[config.mk]
export PLATFORM = sky130hd
export DESIGN_NAME = fetch_stage
export DESIGN_NICKNAME = d
export VERILOG_FILES = /design/src/rtl/fetch_stage.sv
export SDC_FILE = /design/constraint.sdc
export NUM_CORES = 1
export LEC_CHECK = 0
export ABC_AREA = 1
export ABC_CLOCK_PERIOD_IN_PS = 6060
export BUFFER_PORTS_ARGS = -buffer_cell sky130_fd_sc_hd__buf_4
export CELL_PAD_IN_SITES_DETAIL_PLACEMENT = 1
export CELL_PAD_IN_SITES_GLOBAL_PLACEMENT = 2
export CORE_UTILIZATION = 30
export DETAILED_ROUTE_END_ITERATION = 10
export PLACE_DENSITY_LB_ADDON = 0.1
export SYNTH_ARGS = -nofsm -noshare
export SYNTH_HDL_FRONTEND = slang
export SYNTH_SLANG_ARGS = --single-unit
[constraint.sdc]
create_clock -name clk -period 6.06 [get_ports clk]
set_input_delay 0.909 -clock clk [delete_from_list [all_inputs] [get_ports clk]]
set_output_delay 0.909 -clock clk [all_outputs]
set_load 0.005 [all_outputs]
[src/rtl/fetch_stage.sv]
// ---------------------------------------------------------------------------
// fetch_stage
//   Instruction-fetch stage plus the IF/ID pipeline register of the 5-stage
//   MIPS-lite pipeline. Holds the PC, drives the instruction-memory address,
//   and registers the fetched word, its PC and a valid flag for the decoder.
//   Handles the hazard-unit stall, the EX-stage branch/JR redirect (with
//   flush of IF/ID), and stops fetching for good once a HALT has drained
//   out of IF/ID.
//
// Ports
//   clk            in   clock, all state updates on the rising edge
//   reset          in   asynchronous active-high reset
//   stall          in   hold PC and IF/ID contents this cycle
//   redirect_valid in   taken branch / JR resolved in EX this cycle
//   redirect_pc    in   redirect target (low two bits ignored)
//   imem_addr      out  instruction-memory byte address (= PC)
//   imem_rdata     in   instruction word at imem_addr, same cycle
//   ifid_instr     out  registered instruction for the decoder
//   ifid_pc        out  registered PC of ifid_instr
//   ifid_valid     out  ifid_instr is a real instruction (0 = bubble)
//   halted         out  HALT has left IF/ID, fetch permanently stopped
//   fetch_count    out  saturating count of instructions fetched into IF/ID
// ---------------------------------------------------------------------------
module fetch_stage #(
  parameter int                    ADDR_WIDTH  = 32,
  parameter int                    INSTR_WIDTH = 32,
  parameter logic [ADDR_WIDTH-1:0] RESET_PC    = '0,
  parameter logic [5:0]            HALT_OPCODE = 6'b010001,
  parameter int                    CNT_WIDTH   = 32
) (
  input  logic                   clk,
  input  logic                   reset,
  input  logic                   stall,
  input  logic                   redirect_valid,
  input  logic [ADDR_WIDTH-1:0]  redirect_pc,
  output logic [ADDR_WIDTH-1:0]  imem_addr,
  input  logic [INSTR_WIDTH-1:0] imem_rdata,
  output logic [INSTR_WIDTH-1:0] ifid_instr,
  output logic [ADDR_WIDTH-1:0]  ifid_pc,
  output logic                   ifid_valid,
  output logic                   halted,
  output logic [CNT_WIDTH-1:0]   fetch_count
);

  typedef enum logic [1:0] {
    ST_RUN       = 2'd0,
    ST_HALT_PEND = 2'd1,  // HALT sits in IF/ID, an older branch may still squash it
    ST_HALTED    = 2'd2   // terminal until reset
  } state_t;

  state_t                 state_q;
  logic [ADDR_WIDTH-1:0]  pc_q;
  logic [INSTR_WIDTH-1:0] ifid_instr_q;
  logic [ADDR_WIDTH-1:0]  ifid_pc_q;
  logic                   ifid_valid_q;
  logic                   halted_q;
  logic [CNT_WIDTH-1:0]   fetch_count_q;

  logic [5:0]             opcode;
  logic                   is_halt;
  logic [ADDR_WIDTH-1:0]  pc_seq_d;
  logic [ADDR_WIDTH-1:0]  redirect_tgt_d;
  logic [CNT_WIDTH-1:0]   fetch_count_d;

  assign opcode         = imem_rdata[INSTR_WIDTH-1 -: 6];
  assign is_halt        = (opcode == HALT_OPCODE);
  // Sequential PC wraps naturally at 2^ADDR_WIDTH.
  assign pc_seq_d       = pc_q + ADDR_WIDTH'(4);
  // Force word alignment of the redirect target.
  assign redirect_tgt_d = redirect_pc & ~ADDR_WIDTH'(3);
  // Saturating increment: stick at all-ones.
  assign fetch_count_d  = (&fetch_count_q) ? fetch_count_q
                                           : fetch_count_q + CNT_WIDTH'(1);

  always_ff @(posedge clk or posedge reset) begin
    if (reset) begin
      state_q       <= ST_RUN;
      pc_q          <= RESET_PC;
      ifid_instr_q  <= '0;
      ifid_pc_q     <= '0;
      ifid_valid_q  <= 1'b0;
      halted_q      <= 1'b0;
      fetch_count_q <= '0;
    end else begin
      case (state_q)
        ST_RUN, ST_HALT_PEND: begin
          if (redirect_valid) begin
            // Redirect beats stall: the stall only protects IF/ID data that
            // the flush throws away anyway. A pending HALT is squashed too.
            pc_q         <= redirect_tgt_d;
            ifid_valid_q <= 1'b0;
            state_q      <= ST_RUN;
          end else if (stall) begin
            // hold everything
          end else if (state_q == ST_RUN) begin
            ifid_instr_q  <= imem_rdata;
            ifid_pc_q     <= pc_q;
            ifid_valid_q  <= 1'b1;
            fetch_count_q <= fetch_count_d;
            if (is_halt) begin
              // PC stays on the HALT so nothing past it is ever fetched.
              state_q <= ST_HALT_PEND;
            end else begin
              pc_q <= pc_seq_d;
            end
          end else begin
            // HALT has moved on to ID without being squashed.
            ifid_valid_q <= 1'b0;
            halted_q     <= 1'b1;
            state_q      <= ST_HALTED;
          end
        end
        ST_HALTED: begin
          // frozen until reset
        end
        default: begin
          state_q <= ST_RUN;
        end
      endcase
    end
  end

  assign imem_addr   = pc_q;
  assign ifid_instr  = ifid_instr_q;
  assign ifid_pc     = ifid_pc_q;
  assign ifid_valid  = ifid_valid_q;
  assign halted      = halted_q;
  assign fetch_count = fetch_count_q;

endmodule

# Word level (Yosys, flattened, before mapping)
# Index checks and enable logic that the tools add are counted.
[totals] ff_bits=132 out_inout_bits=130
[op_classes] n_addsub=2 n_eq_ne=7 mux=12 bitwise=5 reduce_logical=10
[ops] cell="2-to-1 mux 32 bit" n=4
[ops] cell="adder 32 x 1 -> 32 bit (second input constant)" n=1
[ops] cell="adder 32 x 3 -> 32 bit (second input constant)" n=1
[ops] cell="AND reduction 32 bit" n=1
[ops] cell="AND reduction 4 bit" n=3
[ops] cell="2-to-1 mux 2 bit" n=4
[ops] cell="equality test 6 x 5 -> 1 bit (second input constant)" n=1
[ops] cell="NOT 1 bit" n=5
[ops] cell="AND reduction 5 bit" n=1
[ops] cell="inequality test 4 bit (second input constant)" n=1
[ops] cell="one-hot mux 2 bit (2 select lines)" n=1
[ops] cell="2-to-1 mux 1 bit" n=3
[ops] cell="inequality test 3 bit (second input constant)" n=1
[ops] cell="AND reduction 3 bit" n=1
[ops] cell="equality test 2 x 1 -> 1 bit (second input constant)" n=1
[ops] cell="equality test 2 bit (second input constant)" n=1
[ops] cell="logical NOT 2 bit" n=1
[ops] cell="inequality test 2 x 1 -> 1 bit (second input constant)" n=1
[ops] cell="inequality test 2 bit (second input constant)" n=1
[ops] cell="AND reduction 2 bit" n=1
[ops] cell="nonzero test 2 bit" n=1
[ops] cell="OR reduction 2 bit" n=1

# Depth between registers and ports, before layout
[logic_depth] depth_word=6 ltp_mapped=10 mapped_depth_nobuf=10

# Worst setup path before layout
# Ideal clock, no wire load.
[synth_timing] kind="input-to-reg" from="in redirect_valid" to="reg fetch_count_q[11], in the netlist fetch_count[11]" setup_ns=0.117 arrival_ns=1.734 setup_slack_ns=4.209 cell_stages=9 n_path_buf=1 cell_sequence="inv_2 -> nand2_2 -> nor2_8 -> inv_2 -> a21oi_2 -> buf_2 -> nand2_1 -> nand2_1 -> nand2_1"
[synth_via] elab_chain_cells=2
[synth_lines] item="start: declaration" line_no="34" text="input logic redirect_valid,"
[synth_lines] item="NOT 1 bit (no line)"
[synth_lines] item="AND reduction 5 bit (no line)"
[synth_lines] item="end signal: assignment" line_no="99" text="fetch_count_q <= fetch_count_d;"
[synth_lines] item="end: declaration" line_no="57" text="logic [CNT_WIDTH-1:0] fetch_count_q;"
# Every way passes these cells.
# A chain may end at the register's enable or synchronous reset.

# Worst setup path after layout
[layout_timing] from="in redirect_valid" to="reg ifid_pc_q[30], in the netlist ifid_pc[30]"
[layout_via] elab_chain_cells=2
[layout_lines] item="NOT 1 bit (no line)"
[layout_lines] item="AND reduction 4 bit (no line)"
[layout_lines] item="end signal: assignment" line_no="97" text="ifid_pc_q <= pc_q;"
[layout_lines] item="end: declaration" line_no="54" text="logic [ADDR_WIDTH-1:0] ifid_pc_q;"
# Every way passes these cells.

==> qor.yml <==
routing:
  dr.pass1.iters: 4
  detail_route.drc_violations: 0
  wl_per_cell_um: 15.6
  vias_per_cell: 4.66
  via_count: 6819
  routed_wl_um: 22800
  drtIter0Drc: 259
  detail-route-antenna-nets: 0
timing:
  finalCriticalPeriod_ns: 3.00
  timing.fmax_ghz: 0.333
  timing.final.hold_violations: 0
  unrepaired_setup_endpoints_after_global_routing: "no"
  timing_worst_slew_pin_value_ns: 0.958
  relSlewSlack: 0.361
  hold_ws_ns: 0.472
  finalCritPeriodShare: 0.496
  finClkSkew_ns: 0.0102
  post-route-worst-setup-slack_ns: 3.06
  timing.final.max_slew_violations: 0
  fin_tns_setup_ns: 0
  setup_violations: 0
clocking:
  postcts_setup_bufs: 0
  num_clock_sinks: 128
  cts_buffers: 17
  clkLatencyLatePin_ns: 0.42
  tritoncts: "built"
  clock_tree.buffer_depth: 2
  ctsResizeCount: 0
  cts_hold_repair.buffers: 0
  clk_slew_on_worst_s_h_paths_ns: 0.06
  root_buffer: "sky130_fd_sc_hd__clkbuf_16"
  htree_num_levels: 4
yosys:
  yosysWarnings: 0
  syn-mean-instance-area_um2: 7.03
  syn-cell-area_mm2: 0.00691
  number_of_cells_produced_by_synthesis: 983
  synth.yosys.seq_area_share: 0.464
  ys_types: 35
  synth_seq_cells: 128
global_route:
  grt_start_max_net_pins: 97
  grt.total_usage: 0.204
  globalRouteOverflowTotal: 0
  top_usage_layer_grt: "met2"
  grt_first_pass_wirelength_um: 37500
  grtUsageMet2: 0.316
  grt_antenna_before_repair: 0
  gr-usage-met3: 0.0567
  grt_use_met1: 0.277
  first_global_vias: 6930
cells_and_area:
  final_layout_size_suffix_gt1_frac: 0.211
  postLayoutCoreUtil: 0.405
  num-nets-final: 1235
  multi_input_gate_area_in_the_final_layout_mm2: 0.00331
  final.fill_count: 2842
  insertedDiodeCount: 0
  area_growth_syn_to_layout_pct: 32.7
  register_area_mm2: 0.00320
floorplanning:
  rows: 55
  die_height_um: 154
  initial_utilization: 0.305
  die_w_um: 154
  ioPinCount: 198
  fp.dieArea_mm2: 0.0236
  coreArea_mm2: 0.0226
place:
  numPortBuffers: 191
  setup_slack_at_placement_ns: 2.49
  detailed_placer_s_ending_hpwl_um: 16300
  place.gp.congestion: 0.762
setup_path:
  worstSetupPathType: "in2reg"
  crit_path_start: "redirect_valid"
  cpPeakStageDelay_ns: 0.68
  cpMaxStageDelayCell: "sky130_fd_sc_hd__inv_2"
  chain_of_cells_forming_the_critical_path: "buf_4 > inv_2 > nand2_2 > nor2_8 > inv_2 > buf_4 > nand2_1 > o21ai_0"
  timing.reg2reg.worst_path_depth: 7
  ff2ff_setup_slack_ns: 3.95
  r2r-start: "state_q[0]$_DFFE_PP0P_"
  required_ns: 6.31
  cp-start-kind: "primary input"
  crit_path_end_kind: "flip-flop"
  r2r_end: "ifid_pc[30]$_DFFE_PP0P_"
  crit_path_arrival_time_ns: 3.26
  timing.critical_path.fanout_max: 91
power_and_ir_drop:
  powerDensity_mw_per_mm2: 221
  design_power_total_mw: 2.02
  p_leak_nw: 4.72
  vdd_drop_max_mv: 0.166
worst_hold_path:
  worstHoldPathCells: 2
  min_from: "ifid_instr[24]$_DFFE_PP0P_"
  hp-class: "reg2reg"
  min_to: "ifid_instr[24]$_DFFE_PP0P_"
run:
  drv.max_cap_violation_count: 0
run_status:
  outcome: "complete, no violations"
-- sequential cells by signal (all words and copies together), names as in the netlist --
register and count:
fetch_count 32, halted 1, ifid_instr 32, ifid_pc 30
ifid_valid 1, imem_addr 30, state_q 2
-- logic make-up (layout without fill, tap and decap cells) --
logic type | count (synthesis) | after routing | synth area share
AND/OR/NAND/NOR | 678 | 678 | 0.403
flip-flops | 128 | 128 | 0.464
buffers and inverters | 91 | 283 | 0.0590
AO/OA/AOI/OAI | 71 | 71 | 0.0541
XOR/XNOR | 12 | 12 | 0.0163
adder cells (fa/ha/maj) | 2 | 2 | 0.00362
other | 1 | 4 | 0.000543
-- metrics by stage --
stage          cell area (µm²)  instances
2_1_floorplan             6920        986
3_5_place_dp              8550       1431
3_3_place_gp              8550       1431
4_1_cts                   9170       1463
5_1_grt                   9170       1463
6_report                  9170       1463
-- power by group --
group	internal [mW]	leakage, nW	switching, mW
Sequential	0.855	1.72	0
Clock	0.665	0.294	0.433
Combinational	0.0318	2.71	0.0389
Total	1.55	4.72	0.472
-- Yosys cell counts, drive strengths merged --
| cell | count | share of area |
|---|---|---|
| a21oi | 4 | 0.0034 |
| a22oi | 1 | 0.0011 |
| a31oi | 3 | 0.0027 |
| and2 | 2 | 0.0018 |
| buf | 28 | 0.025 |
| clkbuf | 7 | 0.0038 |
| conb | 1 | 0.00054 |
| dfrtp | 128 | 0.46 |
| ha | 2 | 0.0036 |
| inv | 56 | 0.030 |
| nand2 | 458 | 0.25 |
| nand3 | 42 | 0.030 |
| nand3b | 22 | 0.024 |
| nand4 | 3 | 0.0027 |
| nor2 | 149 | 0.090 |
| nor3 | 1 | 0.00072 |
| o211ai | 1 | 0.0011 |
| o21a | 1 | 0.0011 |
| o21ai | 61 | 0.045 |
| or2 | 1 | 0.00091 |
| xnor2 | 5 | 0.0063 |
| xor2 | 7 | 0.010 |
-- worst max-delay path by stage --
stage                                            end  cells after the start
after detailed placement     ifid_pc[30]$_DFFE_PP0P_                      8
after global placement       ifid_pc[24]$_DFFE_PP0P_                      8
after floorplan           fetch_count[0]$_DFFE_PP0P_                      1
after global routing         ifid_pc[28]$_DFFE_PP0P_                      8
after CTS                    ifid_pc[30]$_DFFE_PP0P_                      8
final                        ifid_pc[30]$_DFFE_PP0P_                      8
-- layout make-up --
class                      count  share of cell area
inverter                      56              0.0235
clock buffer                  18              0.0479
sequential                   128               0.349
timing repair buffer         195               0.160
tap                          285              0.0389
multi-input combinational    767               0.361
clock inverter                14              0.0195
-- worst max-delay path: cells and delay by family --
family          cells  cell delay, ns
compound gates      1            0.10
buf+inv             4            1.35
simple gates        3            0.85
-- cell usage in the layout, fill, tap and decap left out, drive strengths merged --
master | netlist | final
clkbuf | 7 | 18
or2 | 1 | 1
o21a | 1 | 1
nand3b | 22 | 22
nand4 | 3 | 3
and2 | 2 | 2
xnor2 | 5 | 5
dfrtp | 128 | 128
a22oi | 1 | 1
a21oi | 4 | 4
nor3 | 1 | 1
conb | 1 | 4
nand2 | 458 | 458
inv | 56 | 61
a31oi | 3 | 3
xor2 | 7 | 7
clkinvlp | 0 | 3
bufinv | 0 | 3
o211ai | 1 | 1
o21ai | 61 | 61
clkinv | 0 | 3
buf | 28 | 195
nor2 | 149 | 149
ha | 2 | 2
nand3 | 42 | 42
-- per-layer routing --
layer,wire length [µm],up-vias
li1,-,3413
met1,11100,3243
met2,10100,150
met3,1400,13
met4,205,0
met5,0,-
Note: power is estimated with default switching activity, not from simulation.
